<file path="src/rtl/evt_readout_seq.sv">
// Event readout sequencer: on trigger, drains one PKT_LEN-word packet from each
// FWFT channel buffer in order 0..N_CH-1 onto a single valid/ready stream.
module evt_readout_seq #(
  parameter int unsigned N_CH    = 16,
  parameter int unsigned PKT_LEN = 516,
  parameter int unsigned TIMEOUT = 4095
) (
  input  logic                 clk,
  input  logic                 reset_n,
  input  logic                 trig,
  input  logic [N_CH-1:0]      ch_empty,
  input  logic [16*N_CH-1:0]   ch_data,
  output logic [N_CH-1:0]      ch_rd,
  output logic [15:0]          out_data,
  output logic                 out_valid,
  input  logic                 out_ready,
  output logic                 out_sof,
  output logic                 out_eof,
  output logic                 busy,
  output logic                 abort,
  output logic [15:0]          evt_cnt,
  output logic [7:0]           lost_cnt,
  output logic [7:0]           abort_cnt,
  output logic                 err_timeout
);

  typedef enum logic [1:0] {S_IDLE, S_XFER, S_DONE, S_ABORT} state_t;

  localparam logic [3:0]  LAST_CH   = 4'(N_CH - 1);
  localparam logic [9:0]  LAST_WORD = 10'(PKT_LEN - 1);
  localparam logic [15:0] STALL_MAX = 16'(TIMEOUT - 1);

  state_t      state_q;
  logic [3:0]  ch_q;
  logic [9:0]  word_q;
  logic [15:0] stall_q;
  logic        busy_q;
  logic        abort_q;
  logic [15:0] evt_cnt_q;
  logic [7:0]  lost_cnt_q;
  logic [7:0]  abort_cnt_q;
  logic        err_q;

  logic        sel_empty;
  logic [15:0] sel_data;
  logic        accept;

  always_comb begin
    sel_empty = 1'b1;
    sel_data  = '0;
    for (int unsigned i = 0; i < N_CH; i++) begin
      if (ch_q == 4'(i)) begin
        sel_empty = ch_empty[i];
        sel_data  = ch_data[16*i +: 16];
      end
    end
  end

  assign out_data  = sel_data;
  assign out_valid = (state_q == S_XFER) && !sel_empty;
  assign accept    = out_valid && out_ready;
  assign out_sof   = out_valid && (ch_q == '0) && (word_q == '0);
  assign out_eof   = out_valid && (ch_q == LAST_CH) && (word_q == LAST_WORD);

  // Pops are gated by reset_n directly so a reset cycle never consumes a word.
  always_comb begin
    ch_rd = '0;
    for (int unsigned i = 0; i < N_CH; i++) begin
      ch_rd[i] = reset_n && accept && (ch_q == 4'(i));
    end
  end

  assign busy        = busy_q;
  assign abort       = abort_q;
  assign evt_cnt     = evt_cnt_q;
  assign lost_cnt    = lost_cnt_q;
  assign abort_cnt   = abort_cnt_q;
  assign err_timeout = err_q;

  always_ff @(posedge clk) begin
    if (!reset_n) begin
      state_q     <= S_IDLE;
      ch_q        <= '0;
      word_q      <= '0;
      stall_q     <= '0;
      busy_q      <= 1'b0;
      abort_q     <= 1'b0;
      evt_cnt_q   <= '0;
      lost_cnt_q  <= '0;
      abort_cnt_q <= '0;
      err_q       <= 1'b0;
    end else begin
      abort_q <= 1'b0;
      if (trig && (state_q != S_IDLE) && (lost_cnt_q != '1)) begin
        lost_cnt_q <= lost_cnt_q + 8'd1;
      end
      case (state_q)
        S_IDLE: begin
          if (trig) begin
            state_q <= S_XFER;
            ch_q    <= '0;
            word_q  <= '0;
            stall_q <= '0;
            busy_q  <= 1'b1;
          end
        end
        S_XFER: begin
          if (accept) begin
            stall_q <= '0;
            if (word_q == LAST_WORD) begin
              word_q <= '0;
              if (ch_q == LAST_CH) begin
                state_q   <= S_DONE;
                evt_cnt_q <= evt_cnt_q + 16'd1;
              end else begin
                ch_q <= ch_q + 4'd1;
              end
            end else begin
              word_q <= word_q + 10'd1;
            end
          end else if (!out_valid) begin
            // Counter/flag updates land on entry so they line up with the abort pulse.
            if (stall_q == STALL_MAX) begin
              state_q <= S_ABORT;
              busy_q  <= 1'b0;
              abort_q <= 1'b1;
              err_q   <= 1'b1;
              if (abort_cnt_q != '1) abort_cnt_q <= abort_cnt_q + 8'd1;
            end else begin
              stall_q <= stall_q + 16'd1;
            end
          end
        end
        S_DONE: begin
          state_q <= S_IDLE;
          busy_q  <= 1'b0;
        end
        S_ABORT: begin
          state_q <= S_IDLE;
        end
        default: begin
          state_q <= S_IDLE;
          busy_q  <= 1'b0;
        end
      endcase
    end
  end

endmodule

</file>
<file path="config.mk">
export PLATFORM = sky130hd
export DESIGN_NAME = evt_readout_seq
export DESIGN_NICKNAME = d
export VERILOG_FILES = /design/src/rtl/evt_readout_seq.sv
export SDC_FILE = /design/constraint.sdc
export NUM_CORES = 1
export LEC_CHECK = 0
export ABC_AREA = 1
export BUFFER_PORTS_ARGS = -buffer_cell sky130_fd_sc_hd__clkbuf_2
export CAP_MARGIN = 20
export CORE_AREA = 2 2 134 136
export DETAILED_ROUTE_END_ITERATION = 8
export DIE_AREA = 0 0 136 138
export PLACE_DENSITY = 0.79
export SETUP_SLACK_MARGIN = 0.1
export SYNTH_ARGS = -nofsm -noshare
export SYNTH_HDL_FRONTEND = slang
export SYNTH_SLANG_ARGS = --single-unit
</file>
<file path="constraint.sdc">
create_clock -name clk -period 2.63 [get_ports clk]
set_clock_uncertainty 0.15 [all_clocks]
set_input_delay 0.263 -clock clk [delete_from_list [all_inputs] [get_ports clk]]
set_output_delay 0.263 -clock clk [all_outputs]
set_load 0.05 [all_outputs]
</file>
Word-level counts from Yosys, hierarchy flattened
Cells that the tools add are included.
W data, S select, Z words.
{"block": "totals", "regBits": 67, "latchBits": 0, "ramBits": 0, "mem_bits_ro": 0, "input_bits": 276, "memories": 0}
{"block": "op_classes", "add_sub_neg": 6, "n_mul": 0, "div": 0, "magnitude_cmp": 0, "n_eq_ne": 34, "n_shift": 0, "muxes": 59, "bitwise_logic": 4, "n_reduce_logical": 42}
{"operator": "$mux W16", "n": 20}
{"operator": "$add A16 B1 Y16 const B", "n": 2}
{"operator": "$eq A4 B4 Y1 const B", "n": 8}
{"operator": "$pmux W16 S2", "n": 1}
{"operator": "$mux W10", "n": 3}
{"operator": "$logic_and A1 B1 Y1", "n": 25}
{"operator": "$mux W1", "n": 21}
{"operator": "$pmux W10 S2", "n": 1}
{"operator": "$reduce_and A5 Y1", "n": 4}
{"operator": "$add A8 B1 Y8 const B", "n": 2}
{"operator": "$eq A16 B12 Y1 const B", "n": 1}
{"operator": "$eq A4 B3 Y1 const B", "n": 4}
{"operator": "$mux W4", "n": 4}
{"operator": "$ne A8 B8 Y1 const B", "n": 2}
{"operator": "$mux W2", "n": 6}
{"operator": "$reduce_and A4 Y1", "n": 3}
{"operator": "$add A10 B1 Y10 const B", "n": 1}
{"operator": "$eq A10 B10 Y1 const B", "n": 1}
{"operator": "$logic_not A10 Y1", "n": 1}
{"operator": "$ne A2 B2 Y1 const B", "n": 5}
{"operator": "$ne A3 B2 Y1 const B", "n": 3}
{"operator": "$eq A4 B2 Y1 const B", "n": 2}
{"operator": "$pmux W4 S2", "n": 1}
{"operator": "$ne A3 B3 Y1 const B", "n": 2}
{"operator": "other kinds (16)", "n": 22}

Longest topological paths before layout
{"block": "depth", "ltp_word": 22, "mapped_depth": 25}

Least setup slack after synthesis
Ideal clock, no wire load.
{"block": "synth_path", "path_type": "reg-to-output", "start": "register ch_q[1]", "end": "output port ch_rd[1]", "arrival_ps": 3432, "required_time_ps": 2217, "path_slack_ps": -1215, "stages_incl_launch_ff": 21, "path_buffers": 1, "path_cell_list": "dfxtp_1 > inv_1 > ha_1 > buf_2 > nand3_1 > o21ai_0 > inv_1 > nand2_1 > nand2_1 > nand2_1 > nand3_1 > nand2_1 > nand3_2 > nand3_1 > nand3_1 > nand2_2 > nand2_4 > nand3_4 > inv_1 > nand2_1 > nor4_1"}
{"block": "synth_between", "elab_chain_len": 22}
{"element": "start, declared", "line_no": "34", "source": "logic [3:0] ch_q;"}
{"element": "start signal, assigned", "line_no": "116", "source": "ch_q <= ch_q + 4'd1;"}
{"element": "$logic_not A4 Y1", "line_no": "52", "source": "if (ch_q == 4'(i)) begin"}
{"element": "$mux W1 (16 in a row)", "line_no": "52"}
{"element": "$logic_not A1 Y1", "line_no": "60", "source": "assign out_valid = (state_q == S_XFER) && !sel_empty;"}
{"element": "$logic_and A1 B1 Y1", "line_no": "60"}
{"element": "$logic_and A1 B1 Y1", "line_no": "61", "source": "assign accept = out_valid && out_ready;"}
{"element": "$logic_and A1 B1 Y1", "line_no": "69", "source": "ch_rd[i] = reset_n && accept && (ch_q == 4'(i));"}
{"element": "$logic_and A1 B1 Y1 *", "line_no": "69"}
{"element": "end, declared", "line_no": "13", "source": "output logic [N_CH-1:0] ch_rd,"}
Every way passes the cells marked *; elsewhere a longest branch is shown, timed or not.

Final worst setup path
{"block": "layout_path", "start": "register ch_q[1]", "end": "output port out_data[10]"}
{"block": "layout_between", "elab_chain_len": 17}
{"element": "$logic_not A4 Y1", "line_no": "52"}
{"element": "$mux W16 (15 in a row)", "line_no": "52"}
{"element": "$mux W16 *", "line_no": "52"}
{"element": "end, declared", "line_no": "14", "source": "output logic [15:0] out_data,"}
Marked as above.

==> impl_metrics.env <==
export IMPL_io_pins=346
export IMPL_end_kind="output port"
export IMPL_drtIter0Drc=1132
export IMPL_finalSetupViolCount=94
export IMPL_worst_endpoint_required_ns=2.22
export IMPL_grt_usage_pct=33.0
export IMPL_synthFlopType="dfxtp_1"
export IMPL_grt_use_met3_pct=10.2
export IMPL_routedWlPerCell_um=17.9
export IMPL_violations="negative setup slack"
export IMPL_grt_pass1_wl_um=49500
export IMPL_fin_crit_ns=3.23
export IMPL_vias=10639
export IMPL_worstPathArrival_ns=2.82
export IMPL_finalWirelength_um=34600
export IMPL_cap_viol_max_count=0
export IMPL_synth_distinct_cells=41
export IMPL_layout_commonest_cell="clkbuf_2"
export IMPL_core_mm2=0.0175
export IMPL_final_cell_mix="310 x clkbuf_2, 300 x nand2_1, 136 x nor2_1"
export IMPL_crit_path_start_kind="flop"
export IMPL_report_final_slew_viol_count=0
export IMPL_min_path_type="input port to flop"
export IMPL_status="finished with violations"
export IMPL_ys_ff_latch=67
export IMPL_total_power_mw=13.2
export IMPL_ir_drop_mv=1.35
export IMPL_area_growth_pct=74.3
export IMPL_clockRootBuffer="clkbuf_16"
export IMPL_grt_ovfl_total=0
export IMPL_syn_avg_cell_area_um2=5.49
export IMPL_die_w_um=136
export IMPL_worstPathMaxFanout=8
export IMPL_powerDensity_mw_per_mm2=1100
export IMPL_die_h_um=138
export IMPL_syn_area_mm2=0.00691
export IMPL_vias_per_cell=5.51
export IMPL_fp_row_count=49
export IMPL_synthesis_nets=1548
export IMPL_final_core_util_pct=68.7
export IMPL_drive_gt1_share_pct=44.4
export IMPL_gp_congestion=1.12
export IMPL_antenna_found_initial=3
export IMPL_grtUsageMet1_pct=36.0
export IMPL_tritoncts="yes"
export IMPL_max_freq_mhz=309
export IMPL_busiest_layer="met2"
export IMPL_grt_util_met2_pct=56.5
export IMPL_fin_ws_ns=-0.604
export IMPL_grt_pass1_vias=9981
export IMPL_synth_edf_count=0
export IMPL_portBuffers=345
export IMPL_start_util_pct=39.4
export IMPL_dieArea_mm2=0.0188
export IMPL_hold_worst_slack_ns=0.166
export IMPL_layout_nets=1985
export IMPL_placedCellCount=1870
export IMPL_power_leakage_nw=5.77
export IMPL_maxSlewHeadroom_pct=25.0
export IMPL_firstDrtPassIters=6
export IMPL_layoutNonFillerInstCount=1932
export IMPL_numCtsBuffers=9
export IMPL_dp_hpwl_um=23000
export IMPL_h_tree_depth=3
export IMPL_grt_max_degree=35
export IMPL_period_share_pct=123
export IMPL_yosysWarnings=0
export IMPL_ant_nets=0
export IMPL_async_reset_ff_share_pct=0
export IMPL_clkTransAtPathRegs_ns=0.06
export IMPL_worstSkewPairLatency_ns=0.35
export IMPL_clockBufferDepth=2
export IMPL_hold_viol=0
export IMPL_remaining_drc_errors=0
export IMPL_path_class="flop to output port"
export IMPL_clock_sinks=67
export IMPL_rsz0062_at_grt="yes"
export IMPL_synth_seq_area_share_pct=19.4
export IMPL_synth_cells=1258
export IMPL_worstMarginPinSlew_ns=1.12
-- synthesized netlist by cell type (14+ instances only) --
library cell,instances,area [µm²]
a21oi_1,52,260
clkbuf_1,38,143
dfxtp_1,67,1340
ha_1,14,175
inv_1,133,499
nand2_1,367,1380
nand3_1,147,736
nand4_1,15,93.8
nor2_1,164,616
nor3_1,29,145
o211ai_1,17,128
o21ai_0,91,455
or2_2,20,125
xor2_1,21,184
-- power breakdown --
| group | leakage [nW] | total (mW) | switching, mW | internal (mW) |
|---|---|---|---|---|
| Combinational | 5.10 | 10.7 | 6.23 | 4.48 |
| Sequential | 0.548 | 1.39 | 0.189 | 1.20 |
| Clock | 0.128 | 1.11 | 0.478 | 0.632 |
| Total | 5.77 | 13.2 | 6.90 | 6.31 |
-- critical path: stages (launching register included) --
cell and delay, ns:
dfxtp_4 0.37, inv_6 0.07, ha_4 0.22, buf_6 0.16
nand3_1 0.14, nand3_1 0.11, o21ai_0 0.08, o21ai_1 0.18
nor2_2 0.07, o211ai_1 0.18, o21ai_1 0.09, nand3_1 0.11
nand3_1 0.07, nand2_1 0.06, nand2_1 0.06, nand3_1 0.08
nand2_1 0.05, nand2_1 0.05, nand2_1 0.08, nand2_4 0.08
clkbuf_8 0.17
-- state kept, by name (all words and copies together) (netlist names) --
register	cells
lost_cnt	8
abort_cnt	8
busy	1
stall_q	16
evt_cnt	16
ch_q	4
word_q	10
err_timeout	1
state_q	2
abort	1
-- layout make-up --
type | instances | area [µm²]
timing repair buffer | 473 | 3550
sequential | 67 | 1350
antenna | 3 | 7.51
multi-input combinational | 999 | 5970
fill | 1363 | 5490
tap | 229 | 287
inverter | 145 | 612
clock inverter | 7 | 43.8
clock buffer | 9 | 225
-- cells by family (layout without fill, tap and decap cells) --
group           count (synthesis)  in the layout  synth area share (%)
buf+inv                       200            634                  11.9
simple gates                  779            787                  49.7
fa+ha+maj                      14             14                  2.53
flops                          67             67                  19.4
other cells                     0              3                     0
xor+xnor                       24             24                  3.04
compound gates                174            174                  13.5
-- final timing paths --
check,startpoint,endpoint,slack (ns),depth (start not counted)
hold / removal,reset_n,evt_cnt[13]$_SDFFE_PN0P_,0.17,3
setup / recovery,ch_q[1]$_SDFFE_PN0P_,out_data[10],-0.60,20
hold reg to reg,err_timeout$_SDFFE_PN0P_,err_timeout$_SDFFE_PN0P_,0.30,2
setup reg to reg,ch_q[1]$_SDFFE_PN0P_,evt_cnt[5]$_SDFFE_PN0P_,-0.49,27
-- metal layers --
metal	share of wire, %	up-vias	wire length [µm]
met3	10	210	3510
li1	-	4957	-
met5	0.13	-	45
met4	6.4	2	2230
met1	35	4785	12200
met2	48	685	16600
-- metrics by stage --
stage / cell area (µm²) / setup slack [ns] / TNS (ns)
floorplan: 7270 / -0.229 / -1.46
global placement: 9970 / -0.514 / -18.82
global route: 12000 / -0.756 / -55.41
CTS: 11400 / -0.607 / -27.02
finish: 12000 / -0.604 / -38.20
detailed placement: 9970 / -0.495 / -23.07
-- what timing repair did --
item                                    4_1_cts  5_1_grt
gates resized for setup                     238      145
endpoints found under the setup margin       94       94
hold buffers                                  0        0
endpoints found under the hold margin         0        0
gates cloned                                  8        4
pin swaps                                    56       70
buffers inserted                             18       14
Power figures use the tool's default switching activity.
